<file path="config.mk">
export PLATFORM = sky130hd
export DESIGN_NAME = ttt_referee
export DESIGN_NICKNAME = d
export VERILOG_FILES = /design/src/rtl/ttt_referee_pkg.sv /design/src/rtl/ttt_referee_line_select.sv /design/src/rtl/ttt_referee.sv
export SDC_FILE = /design/constraint.sdc
export NUM_CORES = 1
export LEC_CHECK = 0
export CAP_MARGIN = 20
export CORE_AREA = 2 2 120 209
export DETAILED_ROUTE_END_ITERATION = 10
export DIE_AREA = 0 0 122 211
export GPL_TIMING_DRIVEN = 0
export SLEW_MARGIN = 20
export SYNTH_ARGS = -nofsm -noshare
export SYNTH_HDL_FRONTEND = slang
export SYNTH_SLANG_ARGS = --single-unit
</file>
<file path="constraint.sdc">
create_clock -name clk -period 7.3 [get_ports clk]
set_input_delay 1.825 -clock clk [delete_from_list [all_inputs] [get_ports clk]]
set_output_delay 1.825 -clock clk [all_outputs]
set_load 0.02 [all_outputs]
</file>
<file path="src/rtl/ttt_referee_pkg.sv">
// ttt_referee_pkg: marker codes, FSM states, move limit and winning-line table for the referee.
package ttt_referee_pkg;
  localparam int SCAN_LINES = 8;
  localparam logic [3:0] MAX_MOVES = 4'd9;
  localparam logic [2:0] BLANK = 3'd0;
  localparam logic [2:0] P1 = 3'd1;
  localparam logic [2:0] P2 = 3'd2;
  typedef enum logic [1:0] {WAIT_MOVE, SCAN, WIN, DRAW} state_t;
  // one nibble per square (1-based), three per line, line 0 in the low bits
  localparam logic [95:0] LINE_TABLE = 96'h753_951_963_852_741_987_654_321;
  function automatic logic [3:0] line_sq(input logic [2:0] idx, input logic [1:0] k);
    return LINE_TABLE[(int'(idx) * 3 + int'(k)) * 4 +: 4];
  endfunction
  function automatic logic [2:0] square_code(input logic [26:0] board, input logic [3:0] sq);
    return board[(int'(sq) - 1) * 3 +: 3];
  endfunction
endpackage

</file>
<file path="src/rtl/ttt_referee_line_select.sv">
// ttt_referee_line_select: picks the three squares of one winning line and flags a completed line.
module ttt_referee_line_select
  import ttt_referee_pkg::*;
(
  input  logic [2:0]  line_idx,
  input  logic [26:0] board,
  output logic [1:0]  mark,
  output logic        match
);
  logic [2:0] code_a, code_b, code_c;
  always_comb begin
    code_a = square_code(board, line_sq(line_idx, 2'd0));
    code_b = square_code(board, line_sq(line_idx, 2'd1));
    code_c = square_code(board, line_sq(line_idx, 2'd2));
    match = code_a != BLANK && code_a == code_b && code_b == code_c;
    mark = code_a[1:0];
  end
endmodule

</file>
<file path="src/rtl/ttt_referee.sv">
// ttt_referee: validates moves against a board snapshot, scans the winning lines one per cycle, tracks turn and result.
module ttt_referee
  import ttt_referee_pkg::*;
(
  input  logic        clk,
  input  logic        clr,
  input  logic [26:0] board,
  output logic        player_turn,
  output logic        busy,
  output logic        illegal_move,
  output logic        game_over,
  output logic [1:0]  winner,
  output logic [2:0]  win_line,
  output logic        draw,
  output logic [3:0]  move_count
);
  state_t state, state_n;
  logic [26:0] snapshot, snapshot_n;
  logic [2:0] line_idx, line_idx_n, win_line_n, want;
  logic [3:0] move_count_n, n_diff;
  logic [1:0] winner_n, mark;
  logic player_turn_n, busy_n, illegal_n, game_over_n, draw_n, match, sq_ok, legal;

  ttt_referee_line_select u_line (
    .line_idx(line_idx),
    .board(snapshot),
    .mark(mark),
    .match(match)
  );

  // a legal change touches exactly one square, blank -> current player's marker
  always_comb begin
    want = player_turn ? P2 : P1;
    n_diff = '0;
    sq_ok = 1'b0;
    for (int i = 0; i < 9; i++) begin
      if (board[i*3 +: 3] != snapshot[i*3 +: 3]) begin
        n_diff = n_diff + 4'd1;
        sq_ok = snapshot[i*3 +: 3] == BLANK && board[i*3 +: 3] == want;
      end
    end
    legal = n_diff == 4'd1 && sq_ok;
  end

  always_comb begin
    state_n = state;
    snapshot_n = snapshot;
    line_idx_n = line_idx;
    player_turn_n = player_turn;
    busy_n = busy;
    illegal_n = 1'b0;
    game_over_n = game_over;
    winner_n = winner;
    win_line_n = win_line;
    draw_n = draw;
    move_count_n = move_count;
    if (state == WAIT_MOVE && board != snapshot) begin
      snapshot_n = board;
      if (legal) begin
        move_count_n = move_count == MAX_MOVES ? move_count : move_count + 4'd1;
        line_idx_n = '0;
        busy_n = 1'b1;
        state_n = SCAN;
      end else begin
        illegal_n = 1'b1;
      end
    end
    if (state == SCAN) begin
      line_idx_n = line_idx + 3'd1;
      if (match) begin
        winner_n = mark;
        win_line_n = line_idx;
        game_over_n = 1'b1;
        busy_n = 1'b0;
        state_n = WIN;
      end else if (line_idx == 3'(SCAN_LINES - 1)) begin
        busy_n = 1'b0;
        draw_n = move_count == MAX_MOVES;
        game_over_n = move_count == MAX_MOVES;
        player_turn_n = move_count == MAX_MOVES ? player_turn : ~player_turn;
        state_n = move_count == MAX_MOVES ? DRAW : WAIT_MOVE;
      end
    end
  end

  always_ff @(posedge clk) begin
    if (clr) begin
      state <= WAIT_MOVE;
      snapshot <= '0;
      line_idx <= '0;
      player_turn <= 1'b0;
      busy <= 1'b0;
      illegal_move <= 1'b0;
      game_over <= 1'b0;
      winner <= '0;
      win_line <= '0;
      draw <= 1'b0;
      move_count <= '0;
    end else begin
      state <= state_n;
      snapshot <= snapshot_n;
      line_idx <= line_idx_n;
      player_turn <= player_turn_n;
      busy <= busy_n;
      illegal_move <= illegal_n;
      game_over <= game_over_n;
      winner <= winner_n;
      win_line <= win_line_n;
      draw <= draw_n;
      move_count <= move_count_n;
    end
  end
endmodule

</file>
Word level (Yosys, flattened, before mapping)
Index checks and enable logic that the tools add are counted.
{"block": "totals", "regBits": 46, "latchBits": 0, "mem_bits_rw": 0, "mem_bits_ro": 0, "input_bits": 29, "output_inout_bits": 14, "wordCells": 135, "mem_count": 0}
{"block": "op_classes", "add_sub_neg": 15, "mul": 4, "div": 0, "n_lt_le_gt_ge": 0, "eq_ne": 25, "n_shift": 6, "n_mux": 36, "n_bitwise": 4, "reduce_logical": 34}
{"cell": "$shiftx 96x32->4 const A", "count": 2}
{"cell": "$mul 32x3->32 const B", "count": 3}
{"cell": "$shiftx 27x32->3", "count": 3}
{"cell": "$shiftx 96x8->4 const A", "count": 1}
{"cell": "$add 4x1->4 const B", "count": 9}
{"cell": "$mux 4", "count": 8}
{"cell": "$add 30x2->30 const B", "count": 1}
{"cell": "$add 30x3->30 const B", "count": 1}
{"cell": "$eq 3x2->1", "count": 9}
{"cell": "$logic_not 3->1", "count": 9}
{"cell": "$ne 27x27->1", "count": 1}
{"cell": "$ne 3x3->1", "count": 9}
{"cell": "$mux 1", "count": 18}
{"cell": "$sub 4x1->5 const B", "count": 3}
{"cell": "$mux 2", "count": 7}
{"cell": "$logic_and 1x1->1", "count": 13}
{"cell": "$mux 3", "count": 3}
{"cell": "$eq 3x3->1", "count": 2}
{"cell": "$reduce_and 2->1", "count": 3}
{"cell": "$reduce_and 3->1", "count": 2}
{"cell": "$reduce_bool 2->1", "count": 3}
{"cell": "$mul 3x2->5 const B", "count": 1}
{"cell": "$eq 4x1->1 const B", "count": 1}
{"cell": "$eq 4x4->1 const B", "count": 1}
{"cell": "other kinds (8)", "count": 11}

Logic depth before layout (Yosys ltp)
{"block": "logic_depth", "depth_word": 25, "ltp_mapped": 32, "depth_no_buf": 30}

Modules after synthesis
From an unflattened synthesis, not the netlist that was laid out.
{"block": "unflattened", "hier_cells": 827, "area_unflattened_um2": 6802.8}
{"mod": "ttt_referee_line_select", "n_inst": 1, "cells_per_inst": 454, "area_each_um2": 3698.5, "seq_area_each_um2": 0.0}
{"mod": "ttt_referee", "n_inst": 1, "cells_per_inst": 373, "area_each_um2": 3104.2, "seq_area_each_um2": 920.9}

Least setup slack after synthesis
OpenSTA, ideal clock, no wires.
{"block": "synth_timing", "path_kind": "input to register", "start": "input port board[0]", "end": "register move_count[1]", "arrival_time_ns": 7.506, "required_time_ns": 7.209, "path_slack_ns": -0.297, "cell_stages": 29, "n_path_buf": 1, "path_cell_list": "xor2_1 nor3_1 inv_1 ha_1 or4_1 and2_1 ha_1 nand2_1 o21ai_0 ha_1 mux2_2 ha_1 o22a_1 nand2_1 inv_1 ha_1 nand2b_1 nand2_1 ha_1 mux2i_1 inv_1 ha_1 or2_2 a2111oi_0 a41oi_1 nor3b_1 buf_2 a21oi_1 a311oi_1"}
{"block": "synth_between", "elab_chain_len": 21, "elab_cells_between_ends": 34, "cone_classes": "8 x add/sub; 4 x eq/ne; 18 x mux; 4 x reduce/logical"}
{"item": "start, declared", "line_no": "ttt_referee.sv:7", "source": "input logic [26:0] board,"}
{"item": "$ne 3x3->1", "line_no": "ttt_referee.sv:37", "source": "if (board[i*3 +: 3] != snapshot[i*3 +: 3]) begin"}
{"item": "$mux 1", "line_no": "ttt_referee.sv:37"}
{"item": "$add 4x1->4", "line_no": "ttt_referee.sv:38", "source": "n_diff = n_diff + 4'd1;"}
{"item": "$mux 4", "line_no": "ttt_referee.sv:37"}
{"item": "$add 4x1->4", "line_no": "ttt_referee.sv:38"}
{"item": "$mux 4", "line_no": "ttt_referee.sv:37"}
{"item": "$add 4x1->4", "line_no": "ttt_referee.sv:38"}
{"item": "$mux 4", "line_no": "ttt_referee.sv:37"}
{"item": "(+5 left out)"}
{"item": "$mux 4", "line_no": "ttt_referee.sv:37"}
{"item": "$add 4x1->4", "line_no": "ttt_referee.sv:38"}
{"item": "$mux 4", "line_no": "ttt_referee.sv:37"}
{"item": "$add 4x1->4", "line_no": "ttt_referee.sv:38"}
{"item": "$mux 4", "line_no": "ttt_referee.sv:37"}
{"item": "$eq 4x1->1", "line_no": "ttt_referee.sv:42", "source": "legal = n_diff == 4'd1 && sq_ok;"}
{"item": "$logic_and 1x1->1", "line_no": "ttt_referee.sv:42"}
{"item": "$reduce_and 3->1 (no source line) (*)"}
{"item": "end signal, assigned", "line_no": "ttt_referee.sv:110", "source": "move_count <= move_count_n;"}
{"item": "end, declared", "line_no": "ttt_referee.sv:15", "source": "output logic [3:0] move_count"}
Mark *: on every way between the ends. The rest lies on a longest branch, timed or not.
A chain may end at the register's enable or synchronous reset.

Worst setup path in the final report
{"block": "layout_timing", "start": "input port board[2]", "end": "register line_idx[0]"}
{"block": "layout_between", "elab_chain_len": 22, "elab_cells_between_ends": 36, "cone_classes": "8 x add/sub; 4 x eq/ne; 18 x mux; 6 x reduce/logical"}
{"item": "$ne 3x3->1", "line_no": "ttt_referee.sv:37"}
{"item": "$mux 1", "line_no": "ttt_referee.sv:37"}
{"item": "$add 4x1->4", "line_no": "ttt_referee.sv:38"}
{"item": "$mux 4", "line_no": "ttt_referee.sv:37"}
{"item": "$add 4x1->4", "line_no": "ttt_referee.sv:38"}
{"item": "$mux 4", "line_no": "ttt_referee.sv:37"}
{"item": "$add 4x1->4", "line_no": "ttt_referee.sv:38"}
{"item": "$mux 4", "line_no": "ttt_referee.sv:37"}
{"item": "(+6 left out)"}
{"item": "$add 4x1->4", "line_no": "ttt_referee.sv:38"}
{"item": "$mux 4", "line_no": "ttt_referee.sv:37"}
{"item": "$add 4x1->4", "line_no": "ttt_referee.sv:38"}
{"item": "$mux 4", "line_no": "ttt_referee.sv:37"}
{"item": "$eq 4x1->1", "line_no": "ttt_referee.sv:42"}
{"item": "$logic_and 1x1->1", "line_no": "ttt_referee.sv:42"}
{"item": "$reduce_bool 2->1 (no source line)"}
{"item": "$reduce_and 2->1 (no source line) (*)"}
{"item": "end signal, assigned", "line_no": "ttt_referee.sv:102", "source": "line_idx <= line_idx_n;"}
{"item": "end, declared", "line_no": "ttt_referee.sv:19", "source": "logic [2:0] line_idx, line_idx_n, win_line_n, want;"}
Marks and branches as above.

==> results.json <==
{
  "critPathSlowestCell": "or4_4",
  "crit_arrival_ns": 7.34,
  "dieArea_mm2": 0.0257,
  "crit_top_cell": "buf_4",
  "die_h_um": 211,
  "ys_ff_latch": 46,
  "hold_path.class": "flip-flop to flip-flop",
  "synth_seq_area_share_pct": 13.0,
  "cp_data_required_time_ns": 7.53,
  "critPathLaunchType": "input pin",
  "finalWirelength_mm": 26.7,
  "critPathMaxFanout": 3,
  "num_rows": 75,
  "n_antenna_cell": 0,
  "cts_tree": "built",
  "syn_area_mm2": 0.00711,
  "max_stage_delay_ns": 0.42,
  "io_pins": 43,
  "timing.fmax_ghz": 0.141,
  "clk_path_buf_depth": 2,
  "yosysWarnings": 0,
  "timing.final.crit_period_ns": 7.11,
  "reg2reg_to": "winner[0]",
  "areaGrowthSynthToFinish_pct": 26.7,
  "powerDensity_mw_per_mm2": 205,
  "post-route-period-util_pct": 97.4,
  "htree_levels": 2,
  "timing.rr.start": "line_idx[0]",
  "finalSetupViolations": 0,
  "fin_util_pct": 37.7,
  "drive_gt1_share_pct": 20.0,
  "synth_top_area_share_pct": 13.0,
  "rrSetupSlack_ns": 0.31,
  "status": "completed",
  "antenna_found_initial": 0,
  "cts.sinks": 46,
  "numCtsBuffers": 5,
  "die_x_um": 122,
  "crit_path_end_kind": "flip-flop",
  "swShare_pct": 42.2,
  "yosys.area.top_type": "dfxtp_1",
  "vdd.ir_drop.worst_v": 0.000302,
  "total_power_mw": 1.85,
  "synth_ff_type": "dfxtp_1",
  "slew_headroom_pct": 17.3,
  "leakagePower_nw": 3.47,
  "cts.clk_slew.worst_paths_ns": 0.07,
  "p_clk_share_pct": 14.5,
  "yosys.cell_types.count": 83,
  "grt_max_degree": 16,
  "path_class": "input pin to flip-flop",
  "drt-vias-per-instance": 5.84,
  "dp_hpwl_mm": 20.0,
  "hold_viol_final": 0,
  "overflow": 0,
  "drv_slew": 0,
  "switchingPower_mw": 0.779,
  "p_comb_share_pct": 70.7,
  "cap_violations": 0,
  "synthTopCellsByArea": "dfxtp_1 13%, mux2i_1 11%, ha_1 7.7%",
  "nNetsFinal": 1085,
  "hold_end": "win_line[2]",
  "post_drt_wl_per_cell_um": 20.3,
  "worstHoldPathCells": 2,
  "drc": 0,
  "drt_iter0_markers": 498,
  "power.internal_mw": 1.07,
  "core_area_mm2": 0.0239,
  "syn_nets": 982,
  "grtUsageTotal_pct": 20.5,
  "syn_area_per_cell_um2": 7.87,
  "seqPwrFrac_pct": 14.8,
  "rsz0062_at_grt": "yes",
  "num_vias": 7684,
  "root_buffer": "clkbuf_16",
  "synth_cells": 903,
  "grt_pass1_vias": 7513,
  "grt_pass1_wl_mm": 41.1,
  "portBuffers": 42,
  "globalplace.congestion": 0.966,
  "finClkSkew_ns": 0.00831,
  "start_util_pct": 29.7,
  "rr_worst_depth": 28,
  "clkLatencyLatePin_ns": 0.29,
  "dr.pass1.iters": 5,
  "synth-edff-count": 0,
  "postSynth.asyncResetShare_pct": 0,
  "worstMarginPinSlew_ns": 1.23,
  "drtAntennaViolNets": 0,
  "worstHoldStart": "win_line[2]"
}
## area by class of cell
type,count,area (um2)
buffer,76,352
timing repair buffer,98,882
multi-input combinational,746,6150
tap,308,385
fill,2443,14900
inverter,33,140
clock buffer,5,125
clock inverter,3,43.8
sequential,46,928
## registers in the layout, summed over array words and instances (netlist names)
| signal | count |
|---|---|
| snapshot | 27 |
| move_count | 4 |
| line_idx | 3 |
| win_line | 3 |
| state | 2 |
| winner | 2 |
| busy | 1 |
| draw | 1 |
| game_over | 1 |
| illegal_move | 1 |
| player_turn | 1 |
## through the flow
step / instance area, um2 / TNS [ns] / std cells / setup slack (ns) / hold slack [ns]
6_report: 9010 / 0 / 1315 / 0.189 / 0.462
5_1_grt: 9010 / -0.0138 / 1315 / -0.0127 / 0.494
4_1_cts: 8730 / 0 / 1303 / 0.00661 / 0.468
3_5_place_dp: 7940 / -26.99 / 1253 / -1.90 / 0.458
3_3_place_gp: 7930 / -27.30 / 1253 / -1.99 / 0.444
2_1_floorplan: 7130 / -0.0340 / 903 / -0.0340 / 0.509
## power groups by stage
stage / clock network, mW / logic (mW) / registers, mW
floorplan: 0 / 0.626 / 0.278
global placement: 0 / 0.849 / 0.278
detailed placement: 0 / 0.860 / 0.278
CTS: 0.270 / 1.17 / 0.272
global route: 0.278 / 1.39 / 0.274
finish: 0.268 / 1.30 / 0.273
## worst max-delay path, delay by kind of cell
kind | cells | cell delay (ns)
AND/OR/NAND/NOR | 8 | 1.63
buffers and inverters | 12 | 1.31
adder cells (fa/ha/maj) | 5 | 1.20
AO/OA/AOI/OAI | 5 | 0.74
XOR/XNOR | 2 | 0.32
multiplexers | 1 | 0.29
## Yosys cell counts, drive strengths merged (6+ instances only)
master and count:
a21oi 48, mux4 20, nor2 77, and2 7, clkbuf 55, nor4 14, nand4 11, xor2 26
dfxtp 46, o31ai 8, nand3 40, a31oi 7, mux2i 79, a211oi 12, nor2b 17, nand2 70
nor3 23, nand2b 10, or4 6, or3 6, a21o 6, a311oi 6, xnor2 28, buf 23
inv 31, fa 6, a22oi 7, ha 44, mux2 17, and3 10, o21ai 46, nor3b 8
## worst max path at each step
stage                startpoint            end  slack (ns)  cells past startpoint
floorplan              board[1]  move_count[1]       -0.03                     29
global placement    line_idx[1]      winner[1]       -1.99                     26
detailed placement  line_idx[1]      winner[0]       -1.90                     26
CTS                 line_idx[0]      winner[0]       0.007                     23
global route           board[2]    line_idx[1]       -0.01                     30
finish                 board[2]    line_idx[0]        0.19                     33
## per-layer routing
| metal | track usage (%) | wire length (um) |
|---|---|---|
| met2 | 40.8 | 15000 |
| met3 | 1.51 | 821 |
| met4 | 12.6 | 1710 |
| met5 | 0 | 0 |
| met1 | 19.7 | 9180 |
## what timing repair did
item,4_1_cts,5_1_grt
pin swaps,21,21
hold buffers,0,0
resized for setup,88,44
setup endpoints to repair,19,19
buffers inserted,43,13
cloned,1,0
## cells in the final DEF, fill, tap and decap left out, types with 6 or more instances in the layout
cell type	instances
and3_1	10
buf_1	8
a21o_1	6
nor4_1	12
xnor2_2	6
nand3_1	39
nand2_1	65
a21oi_1	46
mux4_2	17
a22oi_1	7
dfxtp_1	44
buf_2	9
buf_6	9
nor3_1	19
nor2b_1	17
inv_1	25
xnor2_1	22
a211oi_1	10
clkbuf_2	8
nand4_1	10
nor2_1	74
a311oi_1	6
clkdlybuf4s50_1	34
mux2_2	12
ha_4	7
xor2_1	18
and2_1	6
o31ai_1	7
nand2b_1	10
ha_1	36
buf_4	51
clkbuf_1	45
nor3b_1	7
mux2i_1	76
o21ai_0	42
a31oi_1	6
## kinds of logic after synthesis
group	Yosys count	share of synthesized area (%)
xor+xnor	56	7.76
compound gates	209	20.4
flops	46	13.0
fa+ha+maj	50	9.43
buf+inv	111	6.30
mux	116	20.5
simple gates	314	22.6
other cells	1	0.0527
Power figures use the tool's default switching activity.
